===== src/rtl/clk_div_prog.sv =====
// Runtime-programmable clock divider with glitch-free divisor updates.
// Divisor changes and stops take effect only at period boundaries.
module clk_div_prog #(
  parameter int WIDTH       = 8,
  parameter int DEFAULT_DIV = 18
) (
  input  logic             clk,
  input  logic             reset,
  input  logic             enable,
  input  logic [WIDTH-1:0] div_in,
  input  logic             div_load,
  output logic             div_ack,
  output logic             div_err,
  output logic [WIDTH-1:0] div_cur,
  output logic             clk_out,
  output logic             rise_stb,
  output logic             fall_stb,
  output logic             running
);

  typedef enum logic {
    IDLE = 1'b0,
    RUN  = 1'b1
  } state_t;

  localparam logic [WIDTH-1:0] DIV_RST = WIDTH'(DEFAULT_DIV);
  localparam logic [WIDTH-1:0] DIV_MIN = WIDTH'(2);

  state_t           state, state_n;
  logic [WIDTH-1:0] cnt, cnt_n;
  logic [WIDTH-1:0] div_n;
  logic [WIDTH-1:0] pend_val, pend_n;
  logic             pend_vld, pend_vld_n;
  logic             clk_n, rise_n, fall_n;
  logic             ack_n, err_n;

  logic             load_ok, load_bad;
  logic [WIDTH-1:0] half, div_eff;
  logic [WIDTH:0]   cnt_inc;
  logic             at_end;

  assign load_ok  = div_load && (div_in >= DIV_MIN);
  assign load_bad = div_load && (div_in < DIV_MIN);
  assign half     = div_cur >> 1;
  assign div_eff  = pend_vld ? pend_val : div_cur;
  assign cnt_inc  = {1'b0, cnt} + 1'b1;
  assign at_end   = (cnt == div_cur - 1'b1);
  assign running  = (state == RUN);

  // Registers: state, counter, divisor bookkeeping and registered outputs.
  always_ff @(posedge clk) begin
    if (!reset) begin
      state    <= IDLE;
      cnt      <= '0;
      div_cur  <= DIV_RST;
      pend_val <= '0;
      pend_vld <= 1'b0;
      clk_out  <= 1'b0;
      rise_stb <= 1'b0;
      fall_stb <= 1'b0;
      div_ack  <= 1'b0;
      div_err  <= 1'b0;
    end else begin
      state    <= state_n;
      cnt      <= cnt_n;
      div_cur  <= div_n;
      pend_val <= pend_n;
      pend_vld <= pend_vld_n;
      clk_out  <= clk_n;
      rise_stb <= rise_n;
      fall_stb <= fall_n;
      div_ack  <= ack_n;
      div_err  <= err_n;
    end
  end

  // Next state: period counting, boundary handling and divisor loading.
  always_comb begin
    state_n    = state;
    cnt_n      = cnt;
    div_n      = div_cur;
    pend_n     = pend_val;
    pend_vld_n = pend_vld;
    clk_n      = clk_out;
    rise_n     = 1'b0;
    fall_n     = 1'b0;
    ack_n      = load_ok;
    err_n      = load_bad;

    case (state)
      IDLE: begin
        cnt_n      = '0;
        clk_n      = 1'b0;
        div_n      = div_eff;
        pend_vld_n = 1'b0;
        if (enable) begin
          state_n = RUN;
          clk_n   = 1'b1;
          rise_n  = 1'b1;
        end
      end
      RUN: begin
        if (at_end) begin
          div_n      = div_eff;
          pend_vld_n = 1'b0;
          cnt_n      = '0;
          if (enable) begin
            clk_n  = 1'b1;
            rise_n = 1'b1;
          end else begin
            state_n = IDLE;
            clk_n   = 1'b0;
          end
        end else begin
          cnt_n  = cnt_inc[WIDTH-1:0];
          clk_n  = (cnt_inc < {1'b0, half});
          fall_n = (cnt_inc == {1'b0, half});
        end
      end
      default: begin
        state_n = IDLE;
        cnt_n   = '0;
        clk_n   = 1'b0;
      end
    endcase

    // A load seen while idle and staying idle takes effect at once;
    // otherwise it waits for the next boundary.
    if (load_ok) begin
      if (state == IDLE && !enable) begin
        div_n      = div_in;
        pend_vld_n = 1'b0;
      end else begin
        pend_n     = div_in;
        pend_vld_n = 1'b1;
      end
    end
  end

endmodule

===== config.mk =====
export PLATFORM = sky130hd
export DESIGN_NAME = clk_div_prog
export DESIGN_NICKNAME = d
export VERILOG_FILES = /design/src/rtl/clk_div_prog.sv
export SDC_FILE = /design/constraint.sdc
export NUM_CORES = 1
export LEC_CHECK = 0
export BUFFER_PORTS_ARGS = -buffer_cell sky130_fd_sc_hd__buf_2
export CAP_MARGIN = 10
export CELL_PAD_IN_SITES_DETAIL_PLACEMENT = 1
export CELL_PAD_IN_SITES_GLOBAL_PLACEMENT = 1
export CORE_UTILIZATION = 38
export CTS_CLUSTER_SIZE = 8
export DETAILED_ROUTE_END_ITERATION = 8
export GPL_TIMING_DRIVEN = 0
export HOLD_SLACK_MARGIN = 0.12
export PLACE_DENSITY_LB_ADDON = 0.1
export SYNTH_ARGS = -nofsm -noshare
export SYNTH_HDL_FRONTEND = slang
export SYNTH_SLANG_ARGS = --single-unit

===== constraint.sdc =====
create_clock -name clk -period 2.2 [get_ports clk]
set_input_delay 0.44 -clock clk [delete_from_list [all_inputs] [get_ports clk]]
set_output_delay 0.44 -clock clk [all_outputs]
set_load 0.01 [all_outputs]

==> impl_metrics.yaml <==
run_status:
  failed_checks: "setup timing"
  status: "finished with violations"
power:
  power_density_nw_per_um2: 607
  irDropWorstVdd_v: 0.000406
  power_mw: 1.39
  p_leak_nw: 0.987
layout:
  fin_cells: 300
  syn_to_final_growth_pct: 33.6
  fin_nets: 268
  drive_gt1_frac: 0.343
  antenna_cells: 0
synth:
  async_flop_share: 0
  avgSynthCellArea_sq_um: 8.83
  synth.top_cell.area_share: 0.362
  ys_top_cells_by_area: "dfxtp_1 (36%), ha_1 (6.6%), xnor2_1 (5.6%)"
  synth_nets: 215
  syn-instance-count: 194
  syn_area_sq_um: 1710
  synth.most_common_cell: "dfxtp_1"
  synth-edff-count: 0
  synthDistinctLibCells: 40
  ys_warn_count: 0
  synth-seq-cells: 31
  synth-main-ff-cell: "dfxtp_1"
  ys_seq_area_frac: 0.362
  synth_commonest_cells: "dfxtp_1 (31), nor2_1 (17), a21oi_1 (13)"
  yosysTopAreaCell: "dfxtp_1"
worst_setup_path:
  crit_fanout: 6
  worstReg2RegStart: "div_cur[1]"
  arrival_ns: 2.56
  ff2ff_setup_slack_ns: -0.14
  start_kind: "flop"
  r2r_cells: 9
  cpMaxStageDelayCell: "or4_4"
  r2r-end: "clk_out"
  cp_slowest_stage_delay_ns: 0.51
  worst_setup_path_end_kind: "flop"
  required_ns: 2.42
  crit_end: "clk_out"
  setup.worst_path.start: "div_cur[1]"
  path_class: "reg -> reg"
  path_cells: "buf_4 -> nor3_4 -> nand3_2 -> mux2_4 -> mux2i_4 -> o21ai_4 -> buf_6 -> or4_4 -> a21oi_2"
route:
  wl_met3_microns: 101
  firstDrtPassIters: 4
  drcViolationCount: 0
  num_vias: 1597
  drt-wirelength-per-cell_microns: 17.1
  viasPerCell: 5.32
  drtAntennaViolNets: 0
  drt_iter0_markers: 40
  route.met2.wl_microns: 2760
  route.top_layer_used: "met4"
  met1_length_microns: 2230
  wirelength_microns: 5130
floorplan:
  dieWidth_microns: 69.1
  rows: 24
  die_h_microns: 69.1
  ios: 26
  initial_core_util: 0.393
  core_area_sq_um: 4350
  dieArea_sq_um: 4780
sta:
  rsz0062_at_grt: "yes"
  clock_skew_ns: 0.00775
  fin_ws_ns: -0.139
  min_period_ns: 2.34
  setup_violations: 13
  tightest_slew_ns: 0.838
  post-route-period-util: 1.06
  slew_violations: 0
  fmax_ghz: 0.428
  relSlewSlack: 0.437
  finalHoldViolCount: 0
  holdWs_ns: 0.406
placed_design:
  port_buffers: 25
  gp_congestion: 0.767
  dpl.cell_count: 271
  post-place-ws_ns: -0.313
  dp_hpwl_microns: 3530
global_route:
  globalRoute.totalOverflow: 0
  antenna_found_initial: 0
  grt_pass1_wl_microns: 8450
  grt_pass1_vias: 1720
  grt_max_degree: 11
  grt_use_total: 0.226
run:
  maxCapViolCount: 0
clock_tree:
  cts_sinks: 31
  cts.htree.levels: 2
  cts_buffer_depth: 2
  clkLatencyLatePin_ns: 0.28
  clk_pin_slew_ns: 0.07
  cts_root_buffer: "clkbuf_8"
  cts-buffers-inserted: 5
  cts_tree: "yes"
min_path:
  hold_path_class: "in -> reg"
sequential cells by signal, indices dropped and copies added, names as in the netlist:
name and cells:
clk_out 1, div_err 1, div_cur 8, pend_vld 1
rise_stb 1, fall_stb 1, div_ack 1, cnt 8
pend_val 8, running 1
metal layers:
| metal | GRT usage | vias to the layer above |
|---|---|---|
| li1 | - | 789 |
| met1 | 0.246 | 780 |
| met2 | 0.422 | 24 |
| met3 | 0.0526 | 4 |
| met4 | 0.0771 | 0 |
| met5 | 0 | - |
cells by family after synthesis:
kind of cell,synth area share
simple gates,0.194
xor+xnor,0.0716
fa+ha+maj,0.0657
buf+inv,0.0555
compound gates,0.177
flops,0.362
mux,0.0745
metrics by stage:
| stage | setup TNS [ns] | area (sq um) | utilization |
|---|---|---|---|
| 3_5_place_dp | -5.37 | 1920 | 0.441 |
| 5_1_grt | -3.65 | 2290 | 0.526 |
| 4_1_cts | -0.0488 | 2220 | 0.510 |
| 2_1_floorplan | 0 | 1730 | - |
| 6_report | -0.630 | 2290 | 0.526 |
| 3_3_place_gp | -4.23 | 1920 | 0.441 |
cell usage in the layout, fill, tap and decap left out, types with 3 or more instances in the layout:
| cell | n |
|---|---|
| a21o_1 | 6 |
| a21oi_1 | 12 |
| a31oi_1 | 7 |
| and3_1 | 3 |
| buf_2 | 28 |
| buf_4 | 18 |
| buf_6 | 7 |
| clkbuf_1 | 3 |
| clkbuf_8 | 5 |
| dfxtp_1 | 25 |
| dfxtp_4 | 4 |
| ha_1 | 6 |
| ha_4 | 3 |
| inv_1 | 8 |
| mux2i_1 | 9 |
| nand2_1 | 11 |
| nand3_1 | 7 |
| nand4_1 | 3 |
| nor2_1 | 16 |
| nor2b_1 | 7 |
| o21ai_0 | 9 |
| xnor2_1 | 10 |
cell type report:
type | count | area, sq um
multi-input cells | 144 | 1100
repair buffers | 46 | 298
plain buffers | 9 | 63.8
clock inverters | 2 | 7.51
fillers | 535 | 2070
well taps | 52 | 65.1
flip-flops and latches | 31 | 638
inverters | 10 | 42.5
clock buffers | 6 | 72.6
power by group:
part	internal (mW)	leakage [nW]	total, mW	switching (mW)
registers	0.589	0.257	0.618	0.0284
clock network	0.216	0.0403	0.435	0.220
logic	0.162	0.690	0.337	0.174
critical path, delay by kind of cell, from the launching register on:
kind / cells / cell delay (ns)
AND/OR/NAND/NOR: 3 / 0.82
flip-flops: 1 / 0.37
multiplexers: 2 / 0.55
AO/OA/AOI/OAI: 2 / 0.27
buffers and inverters: 2 / 0.28
worst min path at each step:
stage,startpoint,end,slack (ns),cells after the start
after floorplan,cnt[0],cnt[0],0.45,1
after global placement,pend_val[5],pend_val[5],0.48,2
after detailed placement,pend_val[6],pend_val[6],0.49,2
after CTS,div_load,div_err,0.41,3
after global routing,reset,rise_stb,0.42,2
final,div_in[0],pend_val[0],0.41,3
what timing repair did:
item | CTS | global route
pin swaps | 11 | 4
hold endpoints to repair | 0 | 0
endpoints found under the setup margin | 20 | 21
setup buffers | 13 | 7
gates cloned | 2 | 0
resized for setup | 27 | 6
hold buffers | 0 | 0
Power figures use the tool's default switching activity.
